===== config.mk =====
export PLATFORM = sky130hd
export DESIGN_NAME = tactile_scan_ctrl
export DESIGN_NICKNAME = d
export VERILOG_FILES = /design/src/rtl/tactile_scan_ctrl.sv
export SDC_FILE = /design/constraint.sdc
export NUM_CORES = 1
export LEC_CHECK = 0
export CORE_MARGIN = 3
export CORE_UTILIZATION = 50
export DETAILED_ROUTE_END_ITERATION = 8
export DONT_BUFFER_PORTS = 1
export SLEW_MARGIN = 5
export SYNTH_ARGS = -nofsm -noshare
export SYNTH_HDL_FRONTEND = slang
export SYNTH_SLANG_ARGS = --single-unit
export TNS_END_PERCENT = 5

===== constraint.sdc =====
create_clock -name clk -period 3.43 [get_ports clk]
set_input_delay 0.343 -clock clk [delete_from_list [all_inputs] [get_ports clk]]
set_output_delay 0.343 -clock clk [all_outputs]
set_load 0.02 [all_outputs]

===== src/rtl/tactile_scan_ctrl.sv =====
// Tactile grid scan sequencer: row/column scan, ADC req/ack handshake, double-banked frame buffer writes.
// Optional SCAN_NOISE_FLOOR_EN adds a noise_floor input that is subtracted (saturating at 0) from each sample.
module tactile_scan_ctrl #(
    parameter int SW_WIRE_CNT = 16,
    parameter int RD_WIRE_CNT = 16,
    parameter int ADC_W       = 12,
    parameter int ADC_TIMEOUT = 1023
) (
    input  logic                                     clk,
    input  logic                                     rst,
    input  logic                                     start,
    input  logic                                     continuous,
    input  logic [15:0]                              settle_cycles,
`ifdef SCAN_NOISE_FLOOR_EN
    input  logic [ADC_W-1:0]                         noise_floor,
`endif
    output logic [SW_WIRE_CNT-1:0]                   sw_drive,
    output logic [$clog2(RD_WIRE_CNT)-1:0]           rd_sel,
    output logic                                     adc_req,
    input  logic                                     adc_ack,
    input  logic [ADC_W-1:0]                         adc_data,
    output logic                                     wr_en,
    output logic [$clog2(SW_WIRE_CNT*RD_WIRE_CNT)-1:0] wr_addr,
    output logic [ADC_W-1:0]                         wr_data,
    output logic                                     wr_bank,
    output logic                                     frame_done,
    output logic                                     busy,
    output logic                                     adc_err
);

    localparam int RSEL_W = $clog2(RD_WIRE_CNT);
    localparam int ROW_W  = $clog2(SW_WIRE_CNT);
    localparam int ADDR_W = $clog2(SW_WIRE_CNT * RD_WIRE_CNT);
    localparam int CONV_W = (ADC_TIMEOUT > 1) ? $clog2(ADC_TIMEOUT) : 1;

    localparam logic [RSEL_W-1:0]      COL_LAST  = RSEL_W'(RD_WIRE_CNT - 1);
    localparam logic [ROW_W-1:0]       ROW_LAST  = ROW_W'(SW_WIRE_CNT - 1);
    localparam logic [CONV_W-1:0]      CONV_LAST = CONV_W'(ADC_TIMEOUT - 1);
    localparam logic [SW_WIRE_CNT-1:0] SW_FIRST  = SW_WIRE_CNT'(1);

    typedef enum logic [2:0] {
        ST_IDLE,
        ST_SETTLE,
        ST_MUX,
        ST_CONVERT,
        ST_WRITE,
        ST_FRAME_END
    } state_t;

    state_t                  r_state, w_state_nxt;
    logic [ROW_W-1:0]        r_row, w_row_nxt;
    logic [RSEL_W-1:0]       r_col, w_col_nxt;
    logic [15:0]             r_settle, w_settle_nxt;
    logic [CONV_W-1:0]       r_conv, w_conv_nxt;
    logic [SW_WIRE_CNT-1:0]  r_sw_drive, w_sw_nxt;
    logic [ADDR_W-1:0]       r_wr_addr, w_addr_nxt;
    logic [ADC_W-1:0]        r_wr_data, w_data_nxt;
    logic                    r_adc_err, w_err_nxt;
    logic                    r_wr_bank, w_bank_nxt;
    logic                    r_adc_req;
    logic                    r_wr_en;
    logic                    r_frame_done;
    logic                    r_busy;
    logic [ADC_W-1:0]        w_sample;

`ifdef SCAN_NOISE_FLOOR_EN
    function automatic logic [ADC_W-1:0] floor_sub(input logic [ADC_W-1:0] a,
                                                   input logic [ADC_W-1:0] b);
        return (a > b) ? (a - b) : '0;
    endfunction

    assign w_sample = floor_sub(adc_data, noise_floor);
`else
    assign w_sample = adc_data;
`endif

    always_ff @(posedge clk or posedge rst) begin
        if (rst) begin
            r_state <= ST_IDLE;
        end else begin
            r_state <= w_state_nxt;
        end
    end

    always_comb begin
        w_state_nxt  = r_state;
        w_row_nxt    = r_row;
        w_col_nxt    = r_col;
        w_settle_nxt = r_settle;
        w_conv_nxt   = r_conv;
        w_sw_nxt     = r_sw_drive;
        w_addr_nxt   = r_wr_addr;
        w_data_nxt   = r_wr_data;
        w_err_nxt    = r_adc_err;
        w_bank_nxt   = r_wr_bank;
        case (r_state)
            ST_IDLE: begin
                if (start) begin
                    w_state_nxt  = ST_SETTLE;
                    w_row_nxt    = '0;
                    w_col_nxt    = '0;
                    w_settle_nxt = settle_cycles;
                    w_sw_nxt     = SW_FIRST;
                    w_addr_nxt   = '0;
                    w_err_nxt    = 1'b0;
                end
            end
            ST_SETTLE: begin
                if (r_settle == 16'd0) begin
                    w_state_nxt = ST_CONVERT;
                    w_conv_nxt  = '0;
                end else begin
                    w_settle_nxt = r_settle - 16'd1;
                end
            end
            ST_MUX: begin
                w_state_nxt = ST_CONVERT;
                w_conv_nxt  = '0;
            end
            ST_CONVERT: begin
                // A late ack still wins over a timeout landing on the same edge.
                if (adc_ack) begin
                    w_data_nxt  = w_sample;
                    w_state_nxt = ST_WRITE;
                end else if (r_conv == CONV_LAST) begin
                    w_data_nxt  = '0;
                    w_err_nxt   = 1'b1;
                    w_state_nxt = ST_WRITE;
                end else begin
                    w_conv_nxt = r_conv + CONV_W'(1);
                end
            end
            ST_WRITE: begin
                if (r_col != COL_LAST) begin
                    w_col_nxt   = r_col + RSEL_W'(1);
                    w_addr_nxt  = r_wr_addr + ADDR_W'(1);
                    w_state_nxt = ST_MUX;
                end else if (r_row != ROW_LAST) begin
                    w_row_nxt    = r_row + ROW_W'(1);
                    w_col_nxt    = '0;
                    w_sw_nxt     = r_sw_drive << 1;
                    w_settle_nxt = settle_cycles;
                    w_addr_nxt   = r_wr_addr + ADDR_W'(1);
                    w_state_nxt  = ST_SETTLE;
                end else begin
                    w_sw_nxt    = '0;
                    w_state_nxt = ST_FRAME_END;
                end
            end
            ST_FRAME_END: begin
                w_bank_nxt = ~r_wr_bank;
                if (continuous) begin
                    w_state_nxt  = ST_SETTLE;
                    w_row_nxt    = '0;
                    w_col_nxt    = '0;
                    w_settle_nxt = settle_cycles;
                    w_sw_nxt     = SW_FIRST;
                    w_addr_nxt   = '0;
                end else begin
                    w_state_nxt = ST_IDLE;
                end
            end
            default: begin
                w_state_nxt = ST_IDLE;
                w_sw_nxt    = '0;
            end
        endcase
    end

    // Strobes are decoded from the next state so every output comes straight from a flop.
    always_ff @(posedge clk or posedge rst) begin
        if (rst) begin
            r_row        <= '0;
            r_col        <= '0;
            r_settle     <= '0;
            r_conv       <= '0;
            r_sw_drive   <= '0;
            r_wr_addr    <= '0;
            r_wr_data    <= '0;
            r_adc_err    <= 1'b0;
            r_wr_bank    <= 1'b0;
            r_adc_req    <= 1'b0;
            r_wr_en      <= 1'b0;
            r_frame_done <= 1'b0;
            r_busy       <= 1'b0;
        end else begin
            r_row        <= w_row_nxt;
            r_col        <= w_col_nxt;
            r_settle     <= w_settle_nxt;
            r_conv       <= w_conv_nxt;
            r_sw_drive   <= w_sw_nxt;
            r_wr_addr    <= w_addr_nxt;
            r_wr_data    <= w_data_nxt;
            r_adc_err    <= w_err_nxt;
            r_wr_bank    <= w_bank_nxt;
            r_adc_req    <= (w_state_nxt == ST_CONVERT);
            r_wr_en      <= (w_state_nxt == ST_WRITE);
            r_frame_done <= (w_state_nxt == ST_FRAME_END);
            r_busy       <= (w_state_nxt != ST_IDLE);
        end
    end

    assign sw_drive   = r_sw_drive;
    assign rd_sel     = r_col;
    assign adc_req    = r_adc_req;
    assign wr_en      = r_wr_en;
    assign wr_addr    = r_wr_addr;
    assign wr_data    = r_wr_data;
    assign wr_bank    = r_wr_bank;
    assign frame_done = r_frame_done;
    assign busy       = r_busy;
    assign adc_err    = r_adc_err;

endmodule


==> flow_summary.ini <==
[worst_setup_path]
crit_cells = 8
r2r-end = r_settle[11]
critPathBufInv = 2
cp.arrival_ps = 2890
r2r_start = r_settle[0]
ff2ff_path_depth = 8
slowest_delay_ps = 670
criticalPathCategory = reg -> reg
crit_family = simple AND/OR/NAND/NOR gates
critPathCaptureType = flop
path_max_fanout = 16
cp-start-kind = flop
required_ps = 3650
ff2ff_setup_slack_ps = 750
crit_chain = inv_1, ha_1, nor3b_1, nand4_2, a211oi_4, buf_4, or2_1, o21ai_0
cpMaxStageDelayCell = or2_1

[routing]
wl_per_cell_um = 17.85
drc = 0
routed_wl_um = 9067
viasPerCell = 5.986
dr.pass1.iters = 4
dr.first_iter.drc_count = 167
vias = 3041
ant_nets = 0

[synthesis]
synth_top_cell_by_area = dfrtp_1
synth-edff-count = 0
syn_nets = 446
synth-seq-cells = 79
yosysSeqAreaShare_pct = 48.07
yosysMostFrequentCell = dfrtp_1
synth_common_cells = dfrtp_1, nor2_1, nand2_1
synth_cell_type_count = 67
avgSynthCellArea_sq_um = 10.13
synth_top_area_share_pct = 48.07
ys_warn_count = 0
netlist_area_sq_um = 4113
synth_flop_cell = dfrtp_1
async_flop_share_pct = 100.0
synth_area_leaders = dfrtp_1, a22o_1, o21ai_0
syn_inst = 406

[clocking]
clk_path_buf_depth = 2
root_buffer = clkbuf_8
cts.sinks = 79
htreeDepth = 3
postCtsResizedCells = 0
cts_buffers = 9
post-cts-setup-buffer-count = 0
cts_tree = built
clk_latency_ps = 370
clkTransAtPathRegs_ps = 100
cts_hold_buf = 0

[floorplanning]
fp.dieArea_sq_um = 9350
die_h_um = 96.70
start_util_pct = 52.41
io_pins = 79
die_w_um = 96.70
placementRows = 32
core_sq_um = 7848

[run_status]
outcome = complete, but fails checks
violations = negative hold slack

[grt]
grt_max_degree = 48
antenna_found_initial = 0
overflow = 0
grt_util_all_layers_pct = 20.02
grt_pass1_wl_um = 15480
grt_pass1_vias = 2981

[power_and_ir_drop]
switching_share_pct = 41.10
p_leak_nw = 1.896
seq_power_share_pct = 48.0
clockPowerShare_pct = 22.6
combPwrFrac_pct = 29.4
p_sw_mw = 1.347
power.density_nw_per_um2 = 750.4
p_int_mw = 1.931
irDropWorstVdd_uv = 370.6

[sta]
period_share_pct = 78.05
max_freq_ghz = 0.3735
maxSlewHeadroom_pct = 45.12
worst_pin_slew_ps = 823.2
fin_crit_ps = 2677
drv_slew = 0
rsz0062_at_grt = no
fin_skew_ps = 19.59
final_hold_viol_count = 26
fin_worst_hold_slack_ps = -25.26
setup-violations-final = 0
fin_setup_tns_ps = 0

[place]
place_hpwl_um = 6207
portBuffers = 0
place.gp.congestion = 0.8567
placedInstanceArea_sq_um = 4159

[finish]
drive_gt1_share_pct = 13.05
fillers = 720
finish.utilization_pct = 55.66
n_antenna_cell = 0
final_nets = 441
syn_to_final_growth_pct = 6.206
final_area_sq_um = 4368

[flow_run]
timing.max_cap.violations = 0

[worst_hold_path]
hp-class = in -> async
cell type report:
class	count	area (sq um)	area share (%)
clock inverters	7	85.08	1.948
inverters	16	63.81	1.461
flip-flops and latches	79	1977	45.26
multi-input cells	289	1946	44.54
well taps	102	127.6	2.922
repair buffers	6	45.04	1.031
clock buffers	9	123.9	2.836
sequential cells by signal (all words and copies together), names as in the netlist:
name        flops
adc_err         1
adc_req         1
busy            1
frame_done      1
r_conv         10
r_row           4
r_settle       16
r_state         3
rd_sel          4
sw_drive       16
wr_addr         8
wr_bank         1
wr_data        12
wr_en           1
placed cells by master, fill, tap and decap left out, drive strengths merged, types with 8 or more instances in the layout:
| cell type | instances |
|---|---|
| a21oi | 25 |
| a22o | 22 |
| clkbuf | 9 |
| dfrtp | 79 |
| inv | 19 |
| mux2i | 8 |
| nand2 | 27 |
| nand3 | 11 |
| nor2 | 34 |
| nor3 | 11 |
| o21ai | 35 |
| o31ai | 13 |
cell families (layout without fill, tap and decap cells):
family,count (synthesis),in the layout,synth area share (%)
AOI/OAI and AO/OA,130,130,22.97
adders and majority gates,7,7,2.130
buffers and inverters,38,38,4.624
and+or+nand+nor,133,133,17.80
xor gates and xnor gates,9,9,1.917
muxes,10,10,2.495
DFF,79,79,48.07
power by group through the flow:
stage               registers, mW  logic (mW)  clock network [mW]
floorplan                    1.50       0.848                   0
global placement             1.58       0.950                   0
detailed placement           1.59       0.968                   0
CTS                          1.57       0.971               0.764
global route                 1.61        1.11               0.806
finish                       1.57       0.965               0.741
layer usage:
| metal | vias to the layer above | track usage, % | routed length (um) |
|---|---|---|---|
| met2 | 59 | 30.47 | 4193 |
| met4 | 0 | 6.695 | 121 |
| li1 | 1479 | - | - |
| met3 | 12 | 5.191 | 398 |
| met5 | - | 0 | 0 |
| met1 | 1491 | 27.90 | 4353 |
worst register-to-register path, delay by kind of cell, from the launching register on:
kind,cells,cell delay (ps)
and+or+nand+nor,3,1100
DFF,1,410
AOI/OAI and AO/OA,2,500
adders and majority gates,1,150
buffers and inverters,2,380
metrics by stage:
step | power (mW) | std cells | setup slack [ps]
CTS | 3.305 | 508 | 725.0
detailed placement | 2.554 | 492 | 722.9
floorplan | 2.351 | 406 | 1064
global route | 3.526 | 508 | 558.7
finish | 3.278 | 508 | 752.9
global placement | 2.530 | 492 | 775.8
worst max path at each step:
| stage | start | end | slack, ps |
|---|---|---|---|
| after global routing | r_settle[0] | r_settle[11] | 560 |
| after floorplan | rst | adc_err | 1060 |
| final | r_settle[0] | r_settle[11] | 750 |
| after global placement | r_settle[0] | r_settle[15] | 780 |
| after CTS | r_settle[0] | r_settle[11] | 720 |
| after detailed placement | r_settle[0] | r_settle[15] | 720 |
No activity file was read; power rests on OpenSTA's default activity.
